===== config.mk =====
export PLATFORM = sky130hd
export DESIGN_NAME = cell_edit_ctrl
export DESIGN_NICKNAME = d
export VERILOG_FILES = /design/src/rtl/cell_edit_ctrl.sv
export SDC_FILE = /design/constraint.sdc
export NUM_CORES = 1
export LEC_CHECK = 0
export CORE_ASPECT_RATIO = 2
export CORE_MARGIN = 5
export CORE_UTILIZATION = 43
export CTS_CLUSTER_SIZE = 12
export DETAILED_ROUTE_END_ITERATION = 12
export PLACE_DENSITY = 0.61
export SLEW_MARGIN = 0
export SYNTH_ARGS = -nofsm -noshare
export SYNTH_HDL_FRONTEND = slang
export SYNTH_SLANG_ARGS = --single-unit

===== constraint.sdc =====
create_clock -name clk -period 6.3 [get_ports clk]
set_clock_uncertainty 0.15 [all_clocks]
set_input_delay 1.89 -clock clk [delete_from_list [all_inputs] [get_ports clk]]
set_output_delay 1.89 -clock clk [all_outputs]
set_load 0.1 [all_outputs]

===== src/rtl/cell_edit_ctrl.sv =====
// Cell board edit controller: cursor moves, window follow,
// and read-modify-write toggling of the cell under the cursor.
module cell_edit_ctrl #(
   parameter int   BOARD_DIM = 64,
   parameter logic MODE_EDIT = 1'b1
) (
   input  logic       clk,
   input  logic       rst,
   input  logic       mode,
   input  logic       btn_up,
   input  logic       btn_down,
   input  logic       btn_left,
   input  logic       btn_right,
   input  logic       btn_toggle,
   input  logic [7:0] visi_cell_num,
   input  logic       cell_rd_data,
   input  logic       wr_ready,
   output logic [7:0] cur_x,
   output logic [7:0] cur_y,
   output logic [7:0] win_x,
   output logic [7:0] win_y,
   output logic [7:0] cell_addr_x,
   output logic [7:0] cell_addr_y,
   output logic       wr_en,
   output logic       wr_data,
   output logic       busy
);

   localparam logic [8:0] DIM9 = 9'(BOARD_DIM);
   localparam logic [7:0] MAXC = 8'(BOARD_DIM - 1);

   typedef enum logic [1:0] {
      S_IDLE,
      S_RD,
      S_CAP,
      S_WR
   } st_t;

   st_t        r_st;
   logic [7:0] r_cx, r_cy, r_wx, r_wy;
   logic [7:0] r_ax, r_ay;
   logic       r_we, r_wd, r_busy;

   logic [8:0] w_vis;
   logic [7:0] w_nx, w_ny;
   logic       w_acc, w_tog;

   always_comb begin
      if (visi_cell_num == 8'd0)
         w_vis = 9'd1;
      else if ({1'b0, visi_cell_num} > DIM9)
         w_vis = DIM9;
      else
         w_vis = {1'b0, visi_cell_num};
   end

   // Slide the window just enough to keep the cursor visible, then clamp.
   function automatic logic [7:0] follow(
      input logic [7:0] c,
      input logic [7:0] w,
      input logic [8:0] v
   );
      logic [8:0] c9, w9, n9, lim;
      c9 = {1'b0, c};
      w9 = {1'b0, w};
      if (c9 < w9)
         n9 = c9;
      else if (c9 >= w9 + v)
         n9 = c9 - v + 9'd1;
      else
         n9 = w9;
      lim = DIM9 - v;
      if (n9 > lim)
         n9 = lim;
      return 8'(n9);
   endfunction

   assign w_acc = (mode == MODE_EDIT) && (r_st == S_IDLE);

   always_comb begin
      w_nx  = r_cx;
      w_ny  = r_cy;
      w_tog = 1'b0;
      if (w_acc) begin
         if (btn_toggle)
            w_tog = 1'b1;
         else if (btn_up)
            w_ny = (r_cy == 8'd0) ? MAXC : r_cy - 8'd1;
         else if (btn_down)
            w_ny = (r_cy == MAXC) ? 8'd0 : r_cy + 8'd1;
         else if (btn_left)
            w_nx = (r_cx == 8'd0) ? MAXC : r_cx - 8'd1;
         else if (btn_right)
            w_nx = (r_cx == MAXC) ? 8'd0 : r_cx + 8'd1;
      end
   end

   always_ff @(posedge clk or negedge rst) begin
      if (!rst) begin
         r_cx <= '0;
         r_cy <= '0;
         r_wx <= '0;
         r_wy <= '0;
      end else begin
         r_cx <= w_nx;
         r_cy <= w_ny;
         r_wx <= follow(r_cx, r_wx, w_vis);
         r_wy <= follow(r_cy, r_wy, w_vis);
      end
   end

   always_ff @(posedge clk or negedge rst) begin
      if (!rst) begin
         r_st   <= S_IDLE;
         r_ax   <= '0;
         r_ay   <= '0;
         r_we   <= 1'b0;
         r_wd   <= 1'b0;
         r_busy <= 1'b0;
      end else begin
         unique case (r_st)
            S_IDLE: begin
               r_ax <= w_nx;
               r_ay <= w_ny;
               if (w_tog) begin
                  r_st   <= S_RD;
                  r_busy <= 1'b1;
               end
            end
            S_RD: r_st <= S_CAP;
            S_CAP: begin
               r_wd <= ~cell_rd_data;
               r_we <= 1'b1;
               r_st <= S_WR;
            end
            S_WR: begin
               if (wr_ready) begin
                  r_we   <= 1'b0;
                  r_busy <= 1'b0;
                  r_st   <= S_IDLE;
               end
            end
            default: r_st <= S_IDLE;
         endcase
      end
   end

   assign cur_x       = r_cx;
   assign cur_y       = r_cy;
   assign win_x       = r_wx;
   assign win_y       = r_wy;
   assign cell_addr_x = r_ax;
   assign cell_addr_y = r_ay;
   assign wr_en       = r_we;
   assign wr_data     = r_wd;
   assign busy        = r_busy;

endmodule


# After elaboration in Yosys (flattened, before gate mapping)
# Cells that the tools add are included.
word_totals:
  output_inout_bits: 51
  wordCells: 77
  ff_bits: 53
op_classes:
  bitwise: 1
  add_sub_neg: 11
  magnitude_cmp: 7
  n_reduce_logical: 10
  mux: 31
  eq_ne: 7
op_table:
  columns: ["op", "count"]
  rows:
  - ["$mux 8", 17]
  - ["$mux 9", 5]
  - ["$logic_not 8->1", 3]
  - ["$add 8x9->9", 2]
  - ["$add 9x1->9 const B", 2]
  - ["$ge 8x9->1", 2]
  - ["$gt 9x9->1", 2]
  - ["$sub 8x9->9", 2]
  - ["$add 8x1->8 const B", 2]
  - ["$eq 8x6->1 const B", 2]
  - ["$lt 8x8->1", 2]
  - ["$sub 8x1->8 const B", 2]
  - ["$sub 7x9->9 const A", 1]
  - ["$gt 8x7->1 const B", 1]
  - ["$pmux 2 s4", 1]
  - ["$eq 2x2->1 const B", 2]
  - ["$mux 1", 4]
  - ["$mux 2", 2]
  - ["$ne 2x2->1 const B", 2]
  - ["$pmux 1 s2", 2]
  - ["$reduce_and 2->1", 2]
  - ["$reduce_bool 2->1", 2]
  - ["$reduce_and 3->1", 1]
  - ["$eq 2x1->1 const B", 1]
  - ["other kinds (3)", 3]

# Longest topological paths before layout
depth:
  word_depth: 9
  mapped_depth: 26
  ltp_nobuf: 25

# Worst setup path after synthesis
# No wires, ideal clock.
synth_timing:
  kind: "input port to flip-flop"
  from: "input visi_cell_num[7]"
  to: "register with a tool-made name"
  t_arrival_ps: 6923
  n_path_buf: 1
  cell_stages: 25
  required_time_ps: 6046
  setup_time_ps: 104
  path_slack_ps: -877
  path_cell_list: "nor2_1 clkbuf_1 nand2_1 inv_1 ha_1 a21o_1 a21oi_1 nor2b_1 o21a_1 o41ai_1 xor2_1 ha_1 and3_1 nand3_1 o21a_1 nor3_4 mux2i_1 a21oi_1 ha_1 o21ai_0 a21oi_1 nor3_1 o31ai_1 a21oi_1 a221oi_1"
synth_lines:
  columns: ["element", "line", "source"]
  rows:
  - ["start: declaration", "15", "input logic [7:0] visi_cell_num,"]

# Final worst setup path
layout_timing:
  from: "input visi_cell_num[7]"
  to: "register r_wx[5] (netlist: win_x[5])"
layout_via:
  elab_chain_cells: 9
  elab_cells_between_ends: 13
  classes_between: "add/sub (4); order compare (3); mux (5); reduce/logical (1)"
layout_rtl:
  columns: ["element", "line", "source"]
  rows:
  - ["$gt 8x7->1", "51", "else if ({1'b0, visi_cell_num} > DIM9)"]
  - ["$mux 8", "51", null]
  - ["$mux 9 *", "49", "if (visi_cell_num == 8'd0)"]
  - ["$sub 8x9->9 / $add 8x9->9 (equally long branches)", "69, 68", null]
  - ["$add 9x1->9 / $ge 8x9->1 (equally long branches)", "69, 68", null]
  - ["$mux 9", "68", "else if (c9 >= w9 + v)"]
  - ["$mux 9", "66", "if (c9 < w9)"]
  - ["$gt 9x9->1", "73", "if (n9 > lim)"]
  - ["$mux 8 *", "73", null]
  - ["end signal: assignment", "107", "r_wx <= follow(r_cx, r_wx, w_vis);"]
  - ["end: declaration", "40", "logic [7:0] r_cx, r_cy, r_wx, r_wy;"]
# Mark *: on every way between the ends. The rest lies on a longest branch, timed or not.
# A chain may end at the register's enable or synchronous reset.

==> qor.log <==
INFO  clock_tree     cts-root-buf=sky130_fd_sc_hd__clkbuf_16
INFO  synth          synth_area_per_cell=8.58um^2
INFO  timing         timing.slew.headroom=32.4%
INFO  cells_and_area non_filler_cell_area_final=8300um^2
INFO  clock_tree     cts.sinks=53
INFO  critical_path  regToRegStartpoint=win_x[1]$_DFF_PN0_
INFO  critical_path  timing.reg2reg.worst_path_depth=22
INFO  critical_path  critPathMaxFanout=7
INFO  critical_path  endpoint_kind=flop
INFO  global_route   globalRouteTotalUtil=24.7%
INFO  cells_and_area fraction_of_final_layout_cells_sized_beyond_drive_strength_1=27.0%
INFO  min_path       holdCritPathClass=reg -> reg
INFO  synth          postSynth.asyncResetShare=100%
INFO  timing         final.period_utilization=106%
INFO  min_path       worst_hold_path.endpoint=cell_addr_y[4]$_DFFE_PN0N_
INFO  synth          synthDistinctLibCells=74
INFO  route          detailroute.via_count=6168
INFO  global_route   grt_first_pass_wirelength=32200um
INFO  synth          area_of_the_mapped_netlist=6010um^2
INFO  synth          synth_seq_area_share=22.1%
INFO  die            dieArea=16600um^2
INFO  critical_path  rrSetupSlack=1.18ns
INFO  timing         hold_viol_final=0
INFO  die            die_w=93.6um
INFO  synth          syn_inst=701
INFO  synth          synth-edff-count=0
INFO  timing         setup_slack=-0.379ns
INFO  clock_tree     clk_pin_slew=0.08ns
INFO  route          detail_route.iter0.violations=226
INFO  route          routed_wirelength=20300um
INFO  critical_path  setup.worst_path.start_class=primary input
INFO  synth          ys_ff_latch=53
INFO  place          gp_routability_congestion=0.917
INFO  timing         setup_repair_after_global_routing_missed_its_margin=true
INFO  die            die-height=177um
INFO  cells_and_area final_util=60.0%
INFO  synth          ys_warn_count=0
INFO  die            floorplan.initialDensity=43.5%
INFO  critical_path  crit_type=in -> reg
INFO  global_route   grt_max_degree=54
INFO  synth          post-synth-top-area-fraction=22.1%
INFO  die            rows=61
INFO  min_path       min-delay-start=cell_addr_y[4]$_DFFE_PN0N_
INFO  timing         max_freq=150MHz
INFO  cells_and_area layout.area.seq=1330um^2
INFO  timing         max_slew_vio_count=0
INFO  clock_tree     clock_latency=0.31ns
INFO  clock_tree     cts_tree=yes
INFO  route          detail_route.first_pass.iterations=5
INFO  place          hpwlAfterDp=15900um
INFO  run            cap_violations=0
INFO  die            placeableCoreArea=13800um^2
INFO  cells_and_area nets=996
INFO  timing         finalSetupViolCount=16
INFO  cells_and_area area_taken_by_multi_input_logic_gates=4860um^2
INFO  route          antenna_left=0
INFO  synth          synth_top_cell_by_area=sky130_fd_sc_hd__dfrtp_1
INFO  outcome        status=finished, violations left
INFO  outcome        violations=setup timing
INFO  cells_and_area antenna_cells_inserted=0
INFO  synth          synth_area_leaders=sky130_fd_sc_hd__dfrtp_1, sky130_fd_sc_hd__ha_1, sky130_fd_sc_hd__a21oi_1
INFO  timing         worst-slew-pin-transition=1.01ns
INFO  critical_path  rr_endpoint=win_x[5]$_DFF_PN0_
INFO  global_route   via_count_of_the_first_global_routing_pass=6616
INFO  place          portBuffers=68
INFO  synth          post-synth-top-count-cell=sky130_fd_sc_hd__ha_1
INFO  route          drcViolationCount=0
INFO  critical_path  crit_required=6.34ns
INFO  cells_and_area syn2layout_area_growth=38.0%
INFO  place          placed_area=7590um^2
INFO  cells_and_area number_of_fillers_in_the_final_layout=1237
INFO  clock_tree     cts_buffer_depth=2
INFO  min_path       worst_hold_path.num_cells=1
INFO  die            io_pins=69
INFO  synth          synth_top_flop_cell=sky130_fd_sc_hd__dfrtp_1
INFO  synth          synth.cells.most_frequent=sky130_fd_sc_hd__ha_1, sky130_fd_sc_hd__nand2_1, sky130_fd_sc_hd__dfrtp_1
INFO  clock_tree     number_of_buffers_added_by_the_clock_tree_synthesis_step=5
INFO  global_route   overflow=0
INFO  global_route   antenna_violations_before_repair=0
INFO  timing         finalWorstPathRequiredPeriod=6.68ns
INFO  critical_path  worstPathArrival=6.72ns
INFO  clock_tree     cts-htree-levels=2
INFO  route          avgViaCountPerCell=5.82
INFO  route          drt-wirelength-per-cell=19.2um
## through the flow
step / TNS, ns / instances / hold slack [ns] / setup WS (ns)
final: -3.88 / 1059 / 0.356 / -0.379
after global routing: -7.66 / 1059 / 0.393 / -0.601
after CTS: -2.35 / 1050 / 0.363 / -0.208
after detailed placement: -15.53 / 1017 / 0.345 / -1.11
after global placement: -13.62 / 1017 / 0.339 / -1.00
after floorplan: -0.655 / 705 / 0.421 / -0.183
## critical path: stages
cell                       delay [ns]
sky130_fd_sc_hd__buf_6           0.09
sky130_fd_sc_hd__nor2_4          0.21
sky130_fd_sc_hd__nand2_4         0.08
sky130_fd_sc_hd__inv_4           0.06
sky130_fd_sc_hd__buf_6           0.09
sky130_fd_sc_hd__ha_4            0.18
sky130_fd_sc_hd__a21o_1          0.16
sky130_fd_sc_hd__a21oi_2         0.13
sky130_fd_sc_hd__nor2b_1         0.06
sky130_fd_sc_hd__o21a_1          0.20
sky130_fd_sc_hd__o41ai_2         0.33
sky130_fd_sc_hd__xor2_1          0.18
sky130_fd_sc_hd__ha_1            0.26
sky130_fd_sc_hd__and3_4          0.20
sky130_fd_sc_hd__a221oi_2        0.24
sky130_fd_sc_hd__o21a_1          0.22
sky130_fd_sc_hd__nor3_4          0.10
sky130_fd_sc_hd__buf_4           0.18
sky130_fd_sc_hd__a211oi_4        0.29
sky130_fd_sc_hd__nor2_1          0.09
sky130_fd_sc_hd__ha_2            0.19
sky130_fd_sc_hd__or3_4           0.41
sky130_fd_sc_hd__nor3_4          0.26
sky130_fd_sc_hd__o31ai_4         0.09
sky130_fd_sc_hd__buf_6           0.15
sky130_fd_sc_hd__a21oi_4         0.26
sky130_fd_sc_hd__a211oi_2        0.11
## kinds of logic after synthesis
| family | Yosys count | share of synthesized area (%) |
|---|---|---|
| multiplexers | 32 | 5.68 |
| XOR/XNOR | 24 | 3.50 |
| other | 2 | 0.125 |
| adder cells (fa/ha/maj) | 109 | 23.2 |
| AO/OA/AOI/OAI | 215 | 24.4 |
| AND/OR/NAND/NOR | 195 | 16.4 |
| buffers and inverters | 71 | 4.66 |
| flip-flops | 53 | 22.1 |
## area by class of cell
class	instances	share of cell area (%)
Clock buffer	5	1.51
Sequential cell	53	16.0
Tap cell	189	2.85
Multi-Input combinational cell	581	58.6
Clock inverter	3	0.256
Timing Repair Buffer	180	18.6
Inverter	48	2.20
## placed cells by master (no fill, tap or decap), types with 4 or more instances in the layout
master | synthesis | layout
sky130_fd_sc_hd__ha_1 | 105 | 97
sky130_fd_sc_hd__xor2_1 | 12 | 12
sky130_fd_sc_hd__nand4_1 | 8 | 8
sky130_fd_sc_hd__conb_1 | 2 | 6
sky130_fd_sc_hd__nand3_1 | 11 | 8
sky130_fd_sc_hd__mux2_2 | 15 | 15
sky130_fd_sc_hd__nor2_1 | 52 | 45
sky130_fd_sc_hd__a21oi_2 | 0 | 6
sky130_fd_sc_hd__o21ai_2 | 1 | 5
sky130_fd_sc_hd__a21o_1 | 18 | 17
sky130_fd_sc_hd__xnor2_1 | 12 | 12
sky130_fd_sc_hd__o21a_1 | 10 | 9
sky130_fd_sc_hd__nand2_1 | 58 | 54
sky130_fd_sc_hd__ha_4 | 0 | 4
sky130_fd_sc_hd__buf_6 | 0 | 14
sky130_fd_sc_hd__nor2_4 | 0 | 4
sky130_fd_sc_hd__nor2b_1 | 8 | 6
sky130_fd_sc_hd__o31ai_4 | 2 | 5
sky130_fd_sc_hd__clkbuf_16 | 0 | 5
sky130_fd_sc_hd__a211oi_1 | 10 | 7
sky130_fd_sc_hd__dfrtp_1 | 53 | 53
sky130_fd_sc_hd__o21ai_1 | 16 | 17
sky130_fd_sc_hd__a31oi_1 | 14 | 13
sky130_fd_sc_hd__o31ai_1 | 10 | 8
sky130_fd_sc_hd__inv_1 | 47 | 43
sky130_fd_sc_hd__ha_2 | 0 | 4
sky130_fd_sc_hd__clkdlybuf4s50_1 | 0 | 59
sky130_fd_sc_hd__nand2b_1 | 6 | 6
sky130_fd_sc_hd__a221oi_2 | 0 | 4
sky130_fd_sc_hd__mux2i_2 | 0 | 4
sky130_fd_sc_hd__mux2i_1 | 15 | 9
sky130_fd_sc_hd__buf_4 | 2 | 103
sky130_fd_sc_hd__nor3_1 | 16 | 15
sky130_fd_sc_hd__a211oi_2 | 3 | 5
sky130_fd_sc_hd__a21oi_1 | 46 | 38
sky130_fd_sc_hd__o21ai_0 | 37 | 32
## how the worst max path moves through the flow
stage	end	from	slack, ns
after CTS	win_x[2]$_DFF_PN0_	visi_cell_num[6]	-0.21
final	win_x[5]$_DFF_PN0_	visi_cell_num[7]	-0.38
after global routing	win_x[2]$_DFF_PN0_	visi_cell_num[7]	-0.60
after detailed placement	flop	visi_cell_num[2]	-1.11
after global placement	flop	visi_cell_num[3]	-1.00
after floorplan	win_y[6]$_DFF_PN0_	visi_cell_num[7]	-0.18
## metal layers
layer / up-vias / global-route usage [%] / routed length [um]
met5: - / 0 / 0
met4: 0 / 13.6 / 1160
met3: 70 / 3.06 / 839
met2: 198 / 48.5 / 11300
met1: 2966 / 24.0 / 7040
li1: 2934 / - / -
## flip-flops by register name, summed over array words and instances (netlist names), named ones only
name and flops:
cell_addr_y 8, busy 1, win_y 8, cur_x 8, cell_addr_x 8, cur_y 8, wr_en 1, wr_data 1
win_x 7, r_st 2
## repair_timing
action	CTS	global route
hold buffers	0	0
gates resized for setup	83	17
setup buffers	28	9
pin swaps	54	35
cloned	0	0
endpoints found under the setup margin	16	16
hold endpoints to repair	0	0
Power is not shown: default switching activity piles up to over one toggle a cycle in this logic, so the estimate is an artifact.
